## src/rtl/obj_det_pkg.sv

```systemverilog
// Shared constants and state encoding for the object-detection
// capture controller.
package obj_det_pkg;

  localparam int H_ACTIVE    = 320;
  localparam int V_ACTIVE    = 240;
  localparam int PIX_COUNT   = H_ACTIVE * V_ACTIVE;
  localparam int ADDR_W      = 17;
  localparam int SKIP_FRAMES = 4;

  typedef enum logic [1:0] {
    IDLE        = 2'd0,
    SETTLE      = 2'd1,
    CAPTURE_REF = 2'd2,
    RUN         = 2'd3
  } state_e;

endpackage

```

## src/rtl/obj_det_capture_ctrl_if.sv

```systemverilog
// Camera-in / frame-buffer-out bundle of the capture controller.
// master = controller side, slave = camera + datapath side.
interface obj_det_capture_ctrl_if #(
  parameter int ADDR_W = 17
);

  logic              cam_vsync;
  logic              cam_valid;
  logic [7:0]        cam_luma;
  logic              pixel_out;
  logic [ADDR_W-1:0] ref_addr;
  logic [ADDR_W-1:0] diff_addr;
  logic              ref_wren;
  logic              ref_bram_enable;
  logic              diff_wren;
  logic              diff_bram_enable;
  logic              frame_start;
  logic              init_done;

  modport master (
    input  cam_vsync, cam_valid, cam_luma,
    output pixel_out, ref_addr, diff_addr,
    output ref_wren, ref_bram_enable,
    output diff_wren, diff_bram_enable,
    output frame_start, init_done
  );

  modport slave (
    output cam_vsync, cam_valid, cam_luma,
    input  pixel_out, ref_addr, diff_addr,
    input  ref_wren, ref_bram_enable,
    input  diff_wren, diff_bram_enable,
    input  frame_start, init_done
  );

endinterface

```

## src/rtl/obj_det_pix_counter.sv

```systemverilog
// Per-frame pixel counter, saturating at PIX_COUNT; a frame
// boundary restarts it in the same cycle.
module obj_det_pix_counter #(
  parameter int PIX_COUNT = 76800,
  parameter int ADDR_W    = 17
) (
  input  logic              clk,
  input  logic              rst,
  input  logic              vs_rise,
  input  logic              cam_valid,
  output logic              accept,
  output logic              overrun,
  output logic              full,
  output logic [ADDR_W-1:0] addr
);

  localparam int CW = ADDR_W + 1;
  localparam logic [CW-1:0] PIX = CW'(PIX_COUNT);

  logic [CW-1:0] cnt_q, cnt_d, base;

  always_comb begin
    base    = vs_rise ? '0 : cnt_q;
    accept  = cam_valid && (base < PIX);
    overrun = cam_valid && !accept;
    cnt_d   = accept ? base + 1'b1 : base;
    addr    = base[ADDR_W-1:0];
    full    = (cnt_q == PIX);
  end

  always_ff @(posedge clk or posedge rst) begin
    if (rst) cnt_q <= '0;
    else     cnt_q <= cnt_d;
  end

endmodule

```

## src/rtl/obj_det_capture_ctrl.sv

```systemverilog
// Capture controller: settle, reference capture, run and
// re-capture sequencing plus BRAM strobe generation.
module obj_det_capture_ctrl #(
  parameter int H_ACTIVE    = obj_det_pkg::H_ACTIVE,
  parameter int V_ACTIVE    = obj_det_pkg::V_ACTIVE,
  parameter int PIX_COUNT   = H_ACTIVE * V_ACTIVE,
  parameter int ADDR_W      = obj_det_pkg::ADDR_W,
  parameter int SKIP_FRAMES = obj_det_pkg::SKIP_FRAMES
) (
  input  logic                          pixel_clk,
  input  logic                          reset,
  obj_det_capture_ctrl_if.master        bus,
  input  logic [7:0]                    luma_thres,
  input  logic                          recapture_req,
  input  logic                          err_clr,
  output logic [1:0]                    state_out,
  output logic                          short_frame_err,
  output logic                          overrun_err
);

  import obj_det_pkg::*;

  logic              vs_q, vs_prev_q, vs_rise;
  state_e            state_q, state_d;
  logic [7:0]        skip_q, skip_d;
  logic              pend_q, pend_d;
  logic              accept, overrun, full;
  logic [ADDR_W-1:0] pix_addr, addr_q, addr_d;
  logic              ref_wren_q, ref_wren_d;
  logic              ref_en_q, ref_en_d;
  logic              diff_wren_q, diff_wren_d;
  logic              pix_q, pix_d;
  logic              fs_q, fs_d;
  logic              init_q, init_d;
  logic              short_q, short_d;
  logic              ovr_q, ovr_d;
  logic              active;

  assign vs_rise = vs_q & ~vs_prev_q;

  obj_det_pix_counter #(
    .PIX_COUNT (PIX_COUNT),
    .ADDR_W    (ADDR_W)
  ) u_cnt (
    .clk       (pixel_clk),
    .rst       (reset),
    .vs_rise   (vs_rise),
    .cam_valid (bus.cam_valid),
    .accept    (accept),
    .overrun   (overrun),
    .full      (full),
    .addr      (pix_addr)
  );

  always_comb begin
    state_d = state_q;
    skip_d  = skip_q;
    pend_d  = pend_q;
    if (state_q == RUN && recapture_req) pend_d = 1'b1;
    if (vs_rise) begin
      unique case (state_q)
        IDLE: begin
          state_d = SETTLE;
          skip_d  = '0;
        end
        SETTLE: begin
          skip_d = skip_q + 8'd1;
          if (skip_d == 8'(SKIP_FRAMES)) state_d = CAPTURE_REF;
        end
        CAPTURE_REF: begin
          if (full) state_d = RUN;
        end
        RUN: begin
          if (pend_q) begin
            state_d = CAPTURE_REF;
            pend_d  = 1'b0;
          end
        end
        default: state_d = IDLE;
      endcase
    end

    // A pixel arriving with the boundary belongs to the new state
    active      = (state_d == CAPTURE_REF) || (state_d == RUN);
    ref_wren_d  = (state_d == CAPTURE_REF) && accept;
    ref_en_d    = active && accept;
    diff_wren_d = (state_d == RUN) && accept;
    addr_d      = accept ? pix_addr : addr_q;
    pix_d       = active && (bus.cam_luma >= luma_thres);
    fs_d        = vs_rise && (state_d != IDLE);
    init_d      = (state_d == RUN);

    // Entry boundary is judged in the previous state, so never flags
    short_d = err_clr ? 1'b0 : short_q;
    if (vs_rise && (state_q == CAPTURE_REF || state_q == RUN) && !full)
      short_d = 1'b1;
    ovr_d = err_clr ? 1'b0 : ovr_q;
    if (overrun) ovr_d = 1'b1;
  end

  always_ff @(posedge pixel_clk or posedge reset) begin
    if (reset) begin
      vs_q        <= 1'b0;
      vs_prev_q   <= 1'b0;
      state_q     <= IDLE;
      skip_q      <= '0;
      pend_q      <= 1'b0;
      addr_q      <= '0;
      ref_wren_q  <= 1'b0;
      ref_en_q    <= 1'b0;
      diff_wren_q <= 1'b0;
      pix_q       <= 1'b0;
      fs_q        <= 1'b0;
      init_q      <= 1'b0;
      short_q     <= 1'b0;
      ovr_q       <= 1'b0;
    end else begin
      vs_q        <= bus.cam_vsync;
      vs_prev_q   <= vs_q;
      state_q     <= state_d;
      skip_q      <= skip_d;
      pend_q      <= pend_d;
      addr_q      <= addr_d;
      ref_wren_q  <= ref_wren_d;
      ref_en_q    <= ref_en_d;
      diff_wren_q <= diff_wren_d;
      pix_q       <= pix_d;
      fs_q        <= fs_d;
      init_q      <= init_d;
      short_q     <= short_d;
      ovr_q       <= ovr_d;
    end
  end

  assign bus.pixel_out        = pix_q;
  assign bus.ref_addr         = addr_q;
  assign bus.diff_addr        = addr_q;
  assign bus.ref_wren         = ref_wren_q;
  assign bus.ref_bram_enable  = ref_en_q;
  assign bus.diff_wren        = diff_wren_q;
  assign bus.diff_bram_enable = diff_wren_q;
  assign bus.frame_start      = fs_q;
  assign bus.init_done        = init_q;
  assign state_out            = state_q;
  assign short_frame_err      = short_q;
  assign overrun_err          = ovr_q;

endmodule

```

## src/flat_wrapper.sv

```systemverilog
// flat-port wrapper written by rule: the top's interface ports become plain ports
module obj_det_capture_ctrl_flat import obj_det_pkg::*;
#(
  parameter int H_ACTIVE    = obj_det_pkg::H_ACTIVE,
  parameter int V_ACTIVE    = obj_det_pkg::V_ACTIVE,
  parameter int PIX_COUNT   = H_ACTIVE * V_ACTIVE,
  parameter int ADDR_W      = obj_det_pkg::ADDR_W,
  parameter int SKIP_FRAMES = obj_det_pkg::SKIP_FRAMES
)
  (pixel_clk, reset, luma_thres, recapture_req, err_clr, state_out, short_frame_err, overrun_err, bus_cam_vsync, bus_cam_valid, bus_cam_luma, bus_pixel_out, bus_ref_addr, bus_diff_addr, bus_ref_wren, bus_ref_bram_enable, bus_diff_wren, bus_diff_bram_enable, bus_frame_start, bus_init_done);
  obj_det_capture_ctrl_if #(.ADDR_W(ADDR_W)) bus_i ();
  input  logic pixel_clk;
  input  logic reset;
  input  logic [7:0] luma_thres;
  input  logic recapture_req;
  input  logic err_clr;
  output logic [1:0] state_out;
  output logic short_frame_err;
  output logic overrun_err;
  input wire logic [$bits(bus_i.cam_vsync)-1:0] bus_cam_vsync;
  input wire logic [$bits(bus_i.cam_valid)-1:0] bus_cam_valid;
  input wire logic [$bits(bus_i.cam_luma)-1:0] bus_cam_luma;
  output wire logic [$bits(bus_i.pixel_out)-1:0] bus_pixel_out;
  output wire logic [$bits(bus_i.ref_addr)-1:0] bus_ref_addr;
  output wire logic [$bits(bus_i.diff_addr)-1:0] bus_diff_addr;
  output wire logic [$bits(bus_i.ref_wren)-1:0] bus_ref_wren;
  output wire logic [$bits(bus_i.ref_bram_enable)-1:0] bus_ref_bram_enable;
  output wire logic [$bits(bus_i.diff_wren)-1:0] bus_diff_wren;
  output wire logic [$bits(bus_i.diff_bram_enable)-1:0] bus_diff_bram_enable;
  output wire logic [$bits(bus_i.frame_start)-1:0] bus_frame_start;
  output wire logic [$bits(bus_i.init_done)-1:0] bus_init_done;
  assign bus_i.cam_vsync = bus_cam_vsync;
  assign bus_i.cam_valid = bus_cam_valid;
  assign bus_i.cam_luma = bus_cam_luma;
  assign bus_pixel_out = bus_i.pixel_out;
  assign bus_ref_addr = bus_i.ref_addr;
  assign bus_diff_addr = bus_i.diff_addr;
  assign bus_ref_wren = bus_i.ref_wren;
  assign bus_ref_bram_enable = bus_i.ref_bram_enable;
  assign bus_diff_wren = bus_i.diff_wren;
  assign bus_diff_bram_enable = bus_i.diff_bram_enable;
  assign bus_frame_start = bus_i.frame_start;
  assign bus_init_done = bus_i.init_done;
  obj_det_capture_ctrl #(.H_ACTIVE(H_ACTIVE), .V_ACTIVE(V_ACTIVE), .PIX_COUNT(PIX_COUNT), .ADDR_W(ADDR_W), .SKIP_FRAMES(SKIP_FRAMES)) u_core (.pixel_clk(pixel_clk), .reset(reset), .bus(bus_i), .luma_thres(luma_thres), .recapture_req(recapture_req), .err_clr(err_clr), .state_out(state_out), .short_frame_err(short_frame_err), .overrun_err(overrun_err));
endmodule
```

## config.mk

```make
export PLATFORM = sky130hd
export DESIGN_NAME = obj_det_capture_ctrl_flat
export DESIGN_NICKNAME = d
export VERILOG_FILES = /design/src/rtl/obj_det_pkg.sv /design/src/rtl/obj_det_capture_ctrl_if.sv /design/src/rtl/obj_det_pix_counter.sv /design/src/rtl/obj_det_capture_ctrl.sv /design/src/flat_wrapper.sv
export SDC_FILE = /design/constraint.sdc
export NUM_CORES = 1
export LEC_CHECK = 0
export BUFFER_PORTS_ARGS = -buffer_cell sky130_fd_sc_hd__buf_2
export CAP_MARGIN = 25
export CORE_AREA = 3 3 80 82
export CTS_CLUSTER_SIZE = 24
export DETAILED_ROUTE_END_ITERATION = 10
export DIE_AREA = 0 0 83 85
export GPL_TIMING_DRIVEN = 0
export MAX_ROUTING_LAYER = met4
export PLACE_DENSITY = 0.76
export SYNTH_ARGS = -nofsm -noshare
export SYNTH_HDL_FRONTEND = slang
export SYNTH_HIERARCHICAL = 1
export SYNTH_SLANG_ARGS = --single-unit
export TNS_END_PERCENT = 20
```

## constraint.sdc

```tcl
create_clock -name pixel_clk -period 6.85 [get_ports pixel_clk]
set_input_delay 0.3425 -clock pixel_clk [delete_from_list [all_inputs] [get_ports pixel_clk]]
set_output_delay 0.3425 -clock pixel_clk [all_outputs]
set_load 0.1 [all_outputs]
```

==> flow_summary.yaml, run 1 <==
status:
  result_of_the_run: "complete, no violations"
yosys:
  synth-warning-count: 6
  synth_top_family_by_area: "simple AND/OR/NAND/NOR gates"
  synth_xor_xnor_area_share_pct: 4.38
  synth.yosys.seq_area_share_pct: 46.8
  synth-compound-area-share_pct: 8.23
  post_synth_arst_share_pct: 100
  post_syn_instances: 286
  postSynthRegisterBits: 56
  post_synth_and_or_nand_nor_area_fraction_pct: 20.8
  synthFlopType: "dfrtp_1"
  synth_nets: 318
  synth.area.mux_share_pct: 6.76
  synth_enable_flop_cells: 0
  synth_cell_type_count: 47
  synth.cell_area_um2: 3000
  synth_adder_area_share_pct: 4.18
  post_synth.cell_area_avg_um2: 10.5
cells_and_area:
  final_layout_size_suffix_gt1_share_pct: 34.2
  fill_cells: 516
  n_antenna_cell: 0
  final-instance-count-excl-fill: 435
  area.growth.synth_to_final_pct: 17.3
  post_route_cell_area_um2: 3510
  final_net_count: 391
floorplanning:
  core-area_um2: 5820
  die-width_um: 83
  floorplan.die_area_um2: 7060
  fp-row-count: 28
  ios: 67
  die_y_um: 85
  initial_utilization_pct: 51.5
clock_tree:
  cts_repair_resize_count: 0
  h_tree_depth: 2
  cts_buffers: 5
  clkSinkCount: 56
  cts.repair_timing.setup_buffer_count: 0
  clk-insertion-delay-late_ps: 310
  clock_root_cell: "clkbuf_8"
  clk_pin_slew_ps: 100
  cts_hold_buffers: 0
  max-clock-path-buffers: 2
  tritoncts_clock_tree: "yes"
critical_path:
  cp_data_arrival_time_ps: 3180
  critical_path_class: "reg2reg"
  kind_of_end_point_of_the_critical_path: "flip-flop"
  worst_path_max_delay_cell: "buf_1"
  cpLargestDelayFamily: "buffers and inverters"
  rrSetupSlack_ps: 3880
  crit_path_max_incr_delay_ps: 490
  critPathLaunchType: "flip-flop"
  required_ps: 7050
  cp_cell_sequence: "nand2b_1 -> inv_2 -> clkbuf_1 -> or2b_2 -> o211ai_4 -> nor2_1 -> buf_2 -> buf_1 -> mux2_2"
  worst-path-max-fanout: 10
  cp.buffers_inverters: 4
routing:
  post_route_ant_nets: 0
  via_per_inst: 5.34
  drt_wl_total_um: 6230
  drt_first_pass_iters: 5
  drcViolationCount: 0
  avgRoutedWirePerCell_um: 14.3
  route.vias.total: 2321
  initialDrtViolationCount: 142
sta:
  fmax_mhz: 336
  final-hold-violation-count: 0
  timing.final.crit_period_ps: 2970
  timing.final.max_slew_violations: 0
  ratio_of_final_minimum_period_to_clock_period_pct: 43.4
  finalClockSkew_ps: 7.41
  grt_setup_unrepaired: "false"
  relSlewSlack_pct: 46.7
  timing.setup.tns_ps: 0
  finalSetupViolCount: 0
  worst-slew-pin-transition_ps: 798
place:
  place_inst: 427
  placement.io_buffers: 66
  place_area_um2: 3420
  hpwl_um: 4620
  gp_routability_congestion: 0.886
global_routing:
  overall_track_demand_over_capacity_in_global_routing_pct: 18.7
  pin_count_of_the_biggest_net_entering_global_routing: 39
  grt_overflow_total: 0
  global_route_wire_length_before_repair_um: 10500
  grt_antenna_before_repair: 0
  first_global_vias: 2218
flow_run:
  drv_cap: 0
hold_path:
  classification_of_the_worst_slack_hold_path: "in2reg"
power:
  leakage_uw: 0.00199
  vdd.ir_drop.worst_uv: 323
  power.density_nw_per_um2: 291
power by group:
part / internal, µW / switching (µW)
sequential: 378 / 50.5
combinational: 105 / 300
clock: 82.4 / 107
state kept, by name (all words and copies together), names as in the netlist:
register,cells
u_core/short_frame_err,1
u_core/bus.ref_bram_enable,1
u_core/skip_q,8
u_core/bus.init_done,1
u_core/state_out,2
u_core/vs_q,1
u_core/bus.diff_addr,17
u_core/u_cnt/cnt_q,18
u_core/bus.diff_bram_enable,1
u_core/vs_prev_q,1
u_core/bus.pixel_out,1
u_core/bus.frame_start,1
u_core/pend_q,1
u_core/bus.ref_wren,1
u_core/overrun_err,1
Yosys cell counts, types with 7 or more instances:
cell type / count / share of area (%)
nand3_1: 12 / 2.0
xor2_1: 12 / 3.5
mux2_2: 18 / 6.8
nor4_1: 7 / 1.5
nor3_1: 8 / 1.3
o21ai_0: 9 / 1.5
nor2_1: 13 / 1.6
nor2b_1: 7 / 1.5
inv_1: 20 / 2.5
nand2_1: 17 / 2.1
ha_1: 10 / 4.2
dfrtp_1: 56 / 47
buf_4: 18 / 4.5
per-stage QoR:
step	total power (µW)	utilization, %	hold slack [ps]	setup WS, ps
2_1_floorplan	762	-	281	4470
3_3_place_gp	828	58.8	378	3930
3_5_place_dp	839	58.8	387	3900
4_1_cts	1030	60.4	123	3850
5_1_grt	1080	60.4	116	3620
6_report	1020	60.4	130	3880
cells in the final DEF (no fill, tap or decap), types with 8 or more instances in the layout:
cell     synthesis  routed
buf_2            1      67
dfrtp_1         56      56
inv_1           20      19
mux2_2          18      18
buf_4           18      18
nand2_1         17      17
nor2_1          13      13
nand3_1         12      12
xor2_1          12      12
ha_1            10      10
o21ai_0          9       9
nor3_1           8       8
worst reg2reg max path, cell delays in order, from the launching register on:
cell	delay [ps]
dfrtp_1	390
nand2b_1	230
inv_2	170
clkbuf_1	310
or2b_2	220
o211ai_4	130
nor2_1	230
buf_2	280
buf_1	490
mux2_2	410
cell type report:
type	count	area (µm²)	share of cell area, %
Buffer	28	189	5.38
Clock buffer	7	86.3	2.46
Clock inverter	1	7.51	0.214
Inverter	21	78.8	2.24
Multi-Input combinational cell	181	1330	37.8
Sequential cell	56	1400	39.9
Tap cell	75	93.8	2.67
Timing Repair Buffer	66	330	9.40
path summary, 6_finish.rpt:
| kind | startpoint | endpoint | cells past startpoint |
|---|---|---|---|
| worst max-delay path | u_core/vs_prev_q | u_core/bus.diff_addr[16] | 9 |
| worst min-delay path | bus_cam_vsync | u_core/vs_q | 1 |
| worst max register to register | u_core/vs_prev_q | u_core/bus.diff_addr[16] | 9 |
| worst min register to register | u_core/vs_q | u_core/vs_prev_q | 0 |
| max in group asynchronous | reset | u_core/bus.diff_addr[4] | 2 |
| min in group asynchronous | reset | u_core/u_cnt/cnt_q[17] | 2 |
cell families (layout without fill, tap and decap cells):
group	after synthesis	in the layout
adders and majority gates	10	10
AOI/OAI and AO/OA	34	34
buffers and inverters	49	123
DFF	56	56
muxes	18	18
and+or+nand+nor	104	104
xor gates and xnor gates	15	15
layer usage:
metal / wire, µm / GRT usage, %
met5: 0 / -
met4: 80 / 5.50
met3: 290 / 3.30
met2: 2990 / 30.2
met1: 2870 / 24.4
No activity file was read; power rests on OpenSTA's default activity.
==> run 2: changes to the inputs <==
ABC_AREA = 1   (was not set)
CORE_AREA = 3 3 86 88   (was 3 3 80 82)
DIE_AREA = 0 0 89 91   (was 0 0 83 85)
clock period = 2.66 ns   (was 6.85 ns; I/O delays follow)
==> flow_summary.yaml, run 2 <==
critical_path:
  cp_data_arrival_time_ps: 2600
  critical_path.most_common_cell: "buf_6"
  cp.buffers_inverters: 7
  rr_startpoint: "u_core/vs_prev_q"
  worst_path_max_delay_cell: "dfrtp_1"
  rrSetupSlack_ps: 260
  crit-reg2reg-capture: "u_core/bus.diff_addr[5]"
  crit_path_max_incr_delay_ps: 420
  cpLargestDelayFamily: "buffers and inverters"
  critical_path_class: "reg2reg"
  required_ps: 2860
  cp_cell_sequence: "nor2_4 -> buf_6 -> inv_8 -> nand2_2 -> nand2_2 -> a21oi_4 -> nand3_4 -> inv_2 -> buf_6 -> buf_6 -> clkinvlp_4 -> buf_2 -> nand2_1 -> nand2_1"
  worstRegToRegCells: 14
  critPathLaunchType: "flip-flop"
  worst-path-max-fanout: 10
  kind_of_end_point_of_the_critical_path: "flip-flop"
yosys:
  synth_cell_type_count: 38
  synth_most_common_cell: "nand2_1"
  post_syn_instances: 441
  post_synth.cell_area_avg_um2: 7.62
  synth-warning-count: 6
  synth.yosys.seq_area_share_pct: 41.7
  synthFlopType: "dfrtp_1"
  yosysTopAreaCellShare_pct: 41.7
  yosysTopAreaCell: "dfrtp_1"
  synth_enable_flop_cells: 0
  synth_area_leaders: "dfrtp_1, nand2_1, inv_1"
  post_synth_arst_share_pct: 100
  synth_nets: 473
  ys_top_cells_by_count: "nand2_1, inv_1, dfrtp_1"
  synth.cell_area_um2: 3360
  postSynthRegisterBits: 56
routing:
  drcViolationCount: 0
  drt_first_pass_iters: 4
  via_per_inst: 4.82
  route.vias.total: 2867
  avgRoutedWirePerCell_um: 12.6
  initialDrtViolationCount: 192
  post_route_ant_nets: 0
  drt_wl_total_um: 7480
clock_tree:
  h_tree_depth: 2
  cts.repair_timing.setup_buffer_count: 0
  clkSinkCount: 56
  clk-insertion-delay-late_ps: 310
  tritoncts_clock_tree: "yes"
  clock_root_cell: "clkbuf_8"
  cts_buffers: 5
  max-clock-path-buffers: 2
  clk_pin_slew_ps: 90
place:
  place_area_um2: 3790
  placement.io_buffers: 66
  detailedPlace.worstSlack_ps: 59.9
  gp_routability_congestion: 0.934
  hpwl_um: 5920
cells_and_area:
  post_route_cell_area_um2: 3920
  final_core_utilization_pct: 58.3
  largest_reg_flops: 18
  largest_register: "u_core/u_cnt/cnt_q"
  layout_common_cells: "nand2_1, buf_2, inv_1, dfrtp_1, nor2_1"
  mostFrequentLayoutCell: "nand2_1"
  area.growth.synth_to_final_pct: 16.7
  final_layout_size_suffix_gt1_share_pct: 25.8
  final_net_count: 548
  n_antenna_cell: 0
power:
  power.density_nw_per_um2: 616
  leakage_uw: 0.00223
  vdd.ir_drop.worst_uv: 586
hold_path:
  classification_of_the_worst_slack_hold_path: "in2reg"
  min_delay_worst_endpoint: "u_core/short_frame_err"
  hold_depth: 2
  hp-start: "err_clr"
sta:
  grt_setup_unrepaired: "false"
  final-hold-violation-count: 0
  finalClockSkew_ps: 5.68
  finalSetupViolCount: 0
  timing.setup.tns_ps: 0
  timing.final.crit_period_ps: 2400
  worst-slew-pin-transition_ps: 787
  fmax_mhz: 417
  timing.final.max_slew_violations: 0
  final_critical_path_setup_slack_ps: 260
  relSlewSlack_pct: 47.5
  timing.hold.ws_ps: 25.3
  ratio_of_final_minimum_period_to_clock_period_pct: 90.2
floorplanning:
  ios: 67
  floorplan.die_area_um2: 8100
  die_y_um: 91
  die-width_um: 89
  initial_utilization_pct: 50.0
  core-area_um2: 6720
  fp-row-count: 30
global_routing:
  first_global_vias: 2816
  global_route_wire_length_before_repair_um: 12800
  grt_antenna_before_repair: 0
  overall_track_demand_over_capacity_in_global_routing_pct: 20.3
  grt_overflow_total: 0
  pin_count_of_the_biggest_net_entering_global_routing: 39
status:
  result_of_the_run: "complete, no violations"
flow_run:
  drv_cap: 0
==> run 2: changes by cell type after synthesis, moves of 5 or more <==
cell,change
mux2_2,-18
inv_1,+37
nand2b_1,-5
and3_1,-5
nor2_1,+29
nor2b_1,-7
nand2_2,+8
xor2_1,-5
o21ai_1,+7
nor2_2,+6
and2b_1,-6
nand2_1,+137
nor3_1,-6
==> run 2: layout make-up <==
| cell class | instances | area [µm²] |
|---|---|---|
| plain buffers | 25 | 205 |
| clock buffers | 5 | 68.8 |
| clock inverters | 1 | 30.0 |
| fillers | 639 | 2800 |
| inverters | 63 | 248 |
| multi-input cells | 297 | 1510 |
| flip-flops and latches | 56 | 1400 |
| well taps | 80 | 100 |
| repair buffers | 68 | 350 |
==> run 2: report_power, final <==
group	leakage (µW)	internal [µW]	total [µW]	switching, µW
combinational	0.00143	187	865	678
sequential	0.000749	940	1020	81.9
clock	0.0000501	271	528	257
==> run 2: stage by stage <==
step,power (µW),std cells
5_1_grt,2550,595
4_1_cts,2440,595
3_3_place_gp,1890,587
3_5_place_dp,1900,587
2_1_floorplan,1750,441
6_report,2410,595
==> run 2: how the worst max path moves through the flow <==
| stage | cells past startpoint | end | startpoint |
|---|---|---|---|
| finish | 14 | u_core/bus.diff_addr[5] | u_core/vs_prev_q |
| global route | 15 | u_core/bus.diff_addr[5] | u_core/vs_q |
| CTS | 14 | u_core/bus.diff_addr[10] | u_core/vs_prev_q |
| detailed placement | 14 | u_core/bus.diff_addr[10] | u_core/vs_prev_q |
| global placement | 14 | u_core/bus.diff_addr[10] | u_core/vs_prev_q |
| floorplan | 14 | u_core/bus.diff_addr[10] | u_core/vs_prev_q |
==> run 2: layer usage <==
layer  vias up  global-route usage, %  share of wire (%)
met4         0                   6.70                1.8
met2        68                   32.3                 48
li1       1490                      -                  -
met5         -                      -                  0
met3        13                   2.90                4.4
met1      1296                   26.5                 46
==> run 2: what timing repair did <==
item / in CTS / in global routing
gates resized for setup: 0 / 5
hold buffers: 2 / 0
endpoints found under the setup margin: 0 / 10
hold endpoints to repair: 35 / 0
==> run 2: worst reg2reg max path, stage by stage (launching register included) <==
cell,delay [ps]
dfrtp_1,420
nor2_4,160
buf_6,190
inv_8,70
nand2_2,100
nand2_2,80
a21oi_4,240
nand3_4,120
inv_2,80
buf_6,140
buf_6,160
clkinvlp_4,180
buf_2,230
nand2_1,80
nand2_1,50
==> run 2: kinds of logic after synthesis <==
kind of cell	share of synthesized area (%)
simple gates	34.1
fa+ha+maj	3.73
xor+xnor	2.35
flops	41.7
compound gates	4.81
buf+inv	13.3
==> run 3: changes to the inputs <==
BUFFER_PORTS_ARGS = not set   (was -buffer_cell sky130_fd_sc_hd__buf_2)
CAP_MARGIN = 30   (was 25)
CORE_AREA = 3 3 85 87   (was 3 3 86 88)
DIE_AREA = 0 0 88 90   (was 0 0 89 91)
DONT_BUFFER_PORTS = 1   (was not set)
PLACE_DENSITY = 0.68   (was 0.76)
==> flow_summary.yaml, run 3 (same netlist as run 2, synthesis figures left out) <==
global_routing:
  overall_track_demand_over_capacity_in_global_routing_pct: 20.2
  global_route_wire_length_before_repair_um: 12200
  first_global_vias: 2586
  pin_count_of_the_biggest_net_entering_global_routing: 39
  grt_antenna_before_repair: 0
  grt_overflow_total: 0
routing:
  initialDrtViolationCount: 182
  met2_length_um: 3590
  drt_wl_total_um: 7380
  top_signal_layer_used: "met4"
  drt_first_pass_iters: 4
  route.vias.total: 2653
  via_per_inst: 4.97
  avgRoutedWirePerCell_um: 13.8
  met1_length_um: 3370
  met3RoutedLength_um: 338
  drcViolationCount: 0
  post_route_ant_nets: 0
critical_path:
  kind_of_end_point_of_the_critical_path: "flip-flop"
  critical_path.most_common_cell: "buf_6"
  critPathLaunchType: "flip-flop"
  cp_data_arrival_time_ps: 2590
  cp.buffers_inverters: 7
  worst-path-max-fanout: 10
  cp_cell_sequence: "nor2_4 -> buf_6 -> inv_8 -> nand2_2 -> nand2_2 -> a21oi_4 -> nand3_4 -> inv_2 -> buf_6 -> buf_6 -> clkinvlp_4 -> buf_2 -> nand2_1 -> nand2_1"
  cpLargestDelayFamily: "buffers and inverters"
  required_ps: 2870
  worst_path_max_delay_cell: "dfrtp_1"
  crit_path_max_incr_delay_ps: 420
  critical_path_class: "reg2reg"
clock_tree:
  clkSinkCount: 56
  clk_pin_slew_ps: 100
  clock_root_cell: "clkbuf_8"
  h_tree_depth: 2
  clk-insertion-delay-late_ps: 320
  cts_buffers: 5
  tritoncts_clock_tree: "yes"
  max-clock-path-buffers: 2
sta:
  finalSetupViolCount: 0
  final-hold-violation-count: 0
  timing.final.crit_period_ps: 2380
  timing.final.max_slew_violations: 0
  ratio_of_final_minimum_period_to_clock_period_pct: 89.5
  worst-slew-pin-transition_ps: 953
  grt_setup_unrepaired: "false"
  fmax_mhz: 420
  relSlewSlack_pct: 36.5
  timing.setup.tns_ps: 0
  finalClockSkew_ps: 6.61
status:
  result_of_the_run: "complete, no violations"
cells_and_area:
  final_net_count: 488
  largest_register: "u_core/u_cnt/cnt_q"
  mostFrequentLayoutCell: "nand2_1"
  final_layout_size_suffix_gt1_share_pct: 15.5
  fill_cells: 592
  layout_common_cells: "nand2_1, inv_1, dfrtp_1"
  n_antenna_cell: 0
  final-instance-count-excl-fill: 534
  area.growth.synth_to_final_pct: 9.84
  largest_reg_flops: 18
floorplanning:
  initial_utilization_pct: 52.3
  die_y_um: 90
  die-width_um: 88
  floorplan.die_area_um2: 7920
  fp-row-count: 29
  core-area_um2: 6420
  ios: 67
place:
  placement.io_buffers: 0
  gp_routability_congestion: 0.985
  place_inst: 519
  hpwl_um: 5570
hold_path:
  classification_of_the_worst_slack_hold_path: "in2reg"
power:
  power.density_nw_per_um2: 668
  leakage_uw: 0.00196
  vdd.ir_drop.worst_uv: 518
flow_run:
  drv_cap: 0
run 3: final cells by class:
type	instances	area, µm²	share of cell area (%)
Tap cell	77	96.3	2.61
Clock inverter	2	38.8	1.05
Timing Repair Buffer	8	113	3.05
Inverter	63	248	6.72
Sequential cell	56	1400	38.0
Clock buffer	6	72.6	1.97
Buffer	25	205	5.56
Multi-Input combinational cell	297	1510	41.0
run 3: final timing paths:
path,slack [ps],cells after the start,start,end
min reg2reg,390,0,u_core/vs_q,u_core/vs_prev_q
min,110,3,bus_cam_valid,u_core/overrun_err
min in group asynchronous,420,2,reset,u_core/u_cnt/cnt_q[7]
max in group asynchronous,1740,2,reset,u_core/bus.diff_addr[15]
max,280,14,u_core/vs_prev_q,u_core/bus.diff_addr[8]
max reg2reg,280,14,u_core/vs_prev_q,u_core/bus.diff_addr[8]
run 3: routing by layer:
| metal | GRT usage, % | vias up |
|---|---|---|
| met5 | - | - |
| met4 | 6.14 | 0 |
| met3 | 3.84 | 5 |
| met2 | 30.5 | 65 |
| met1 | 27.3 | 1217 |
| li1 | - | 1366 |
run 3: power breakdown:
group,switching (µW),internal (µW)
clock,293,285
sequential,352,934
combinational,410,191
total,1060,1410
run 3: worst reg2reg max path, delay by kind of cell (launching register included):
kind | cells | cell delay [ps]
compound gates | 1 | 220
buf+inv | 7 | 1010
flops | 1 | 420
simple gates | 6 | 630
run 3: what timing repair did:
| action | in CTS | in global routing |
|---|---|---|
| pin swaps | 0 | 0 |
| gates resized for setup | 1 | 3 |
| hold buffers | 5 | 0 |
| endpoints found under the hold margin | 61 | 0 |
| setup endpoints to repair | 2 | 10 |
| setup buffers | 0 | 1 |
run 3: metrics by stage:
stage	hold WS [ps]	instance area, µm²	total power, µW	util (%)	setup WS, ps
3_3_place_gp	165	3450	1820	53.8	47.5
4_1_cts	95.5	3640	2450	56.8	41.3
5_1_grt	97.5	3690	2580	57.4	24.0
3_5_place_dp	165	3480	1860	54.2	20.9
6_report	108	3690	2470	57.4	278
2_1_floorplan	71.6	3360	1750	-	545
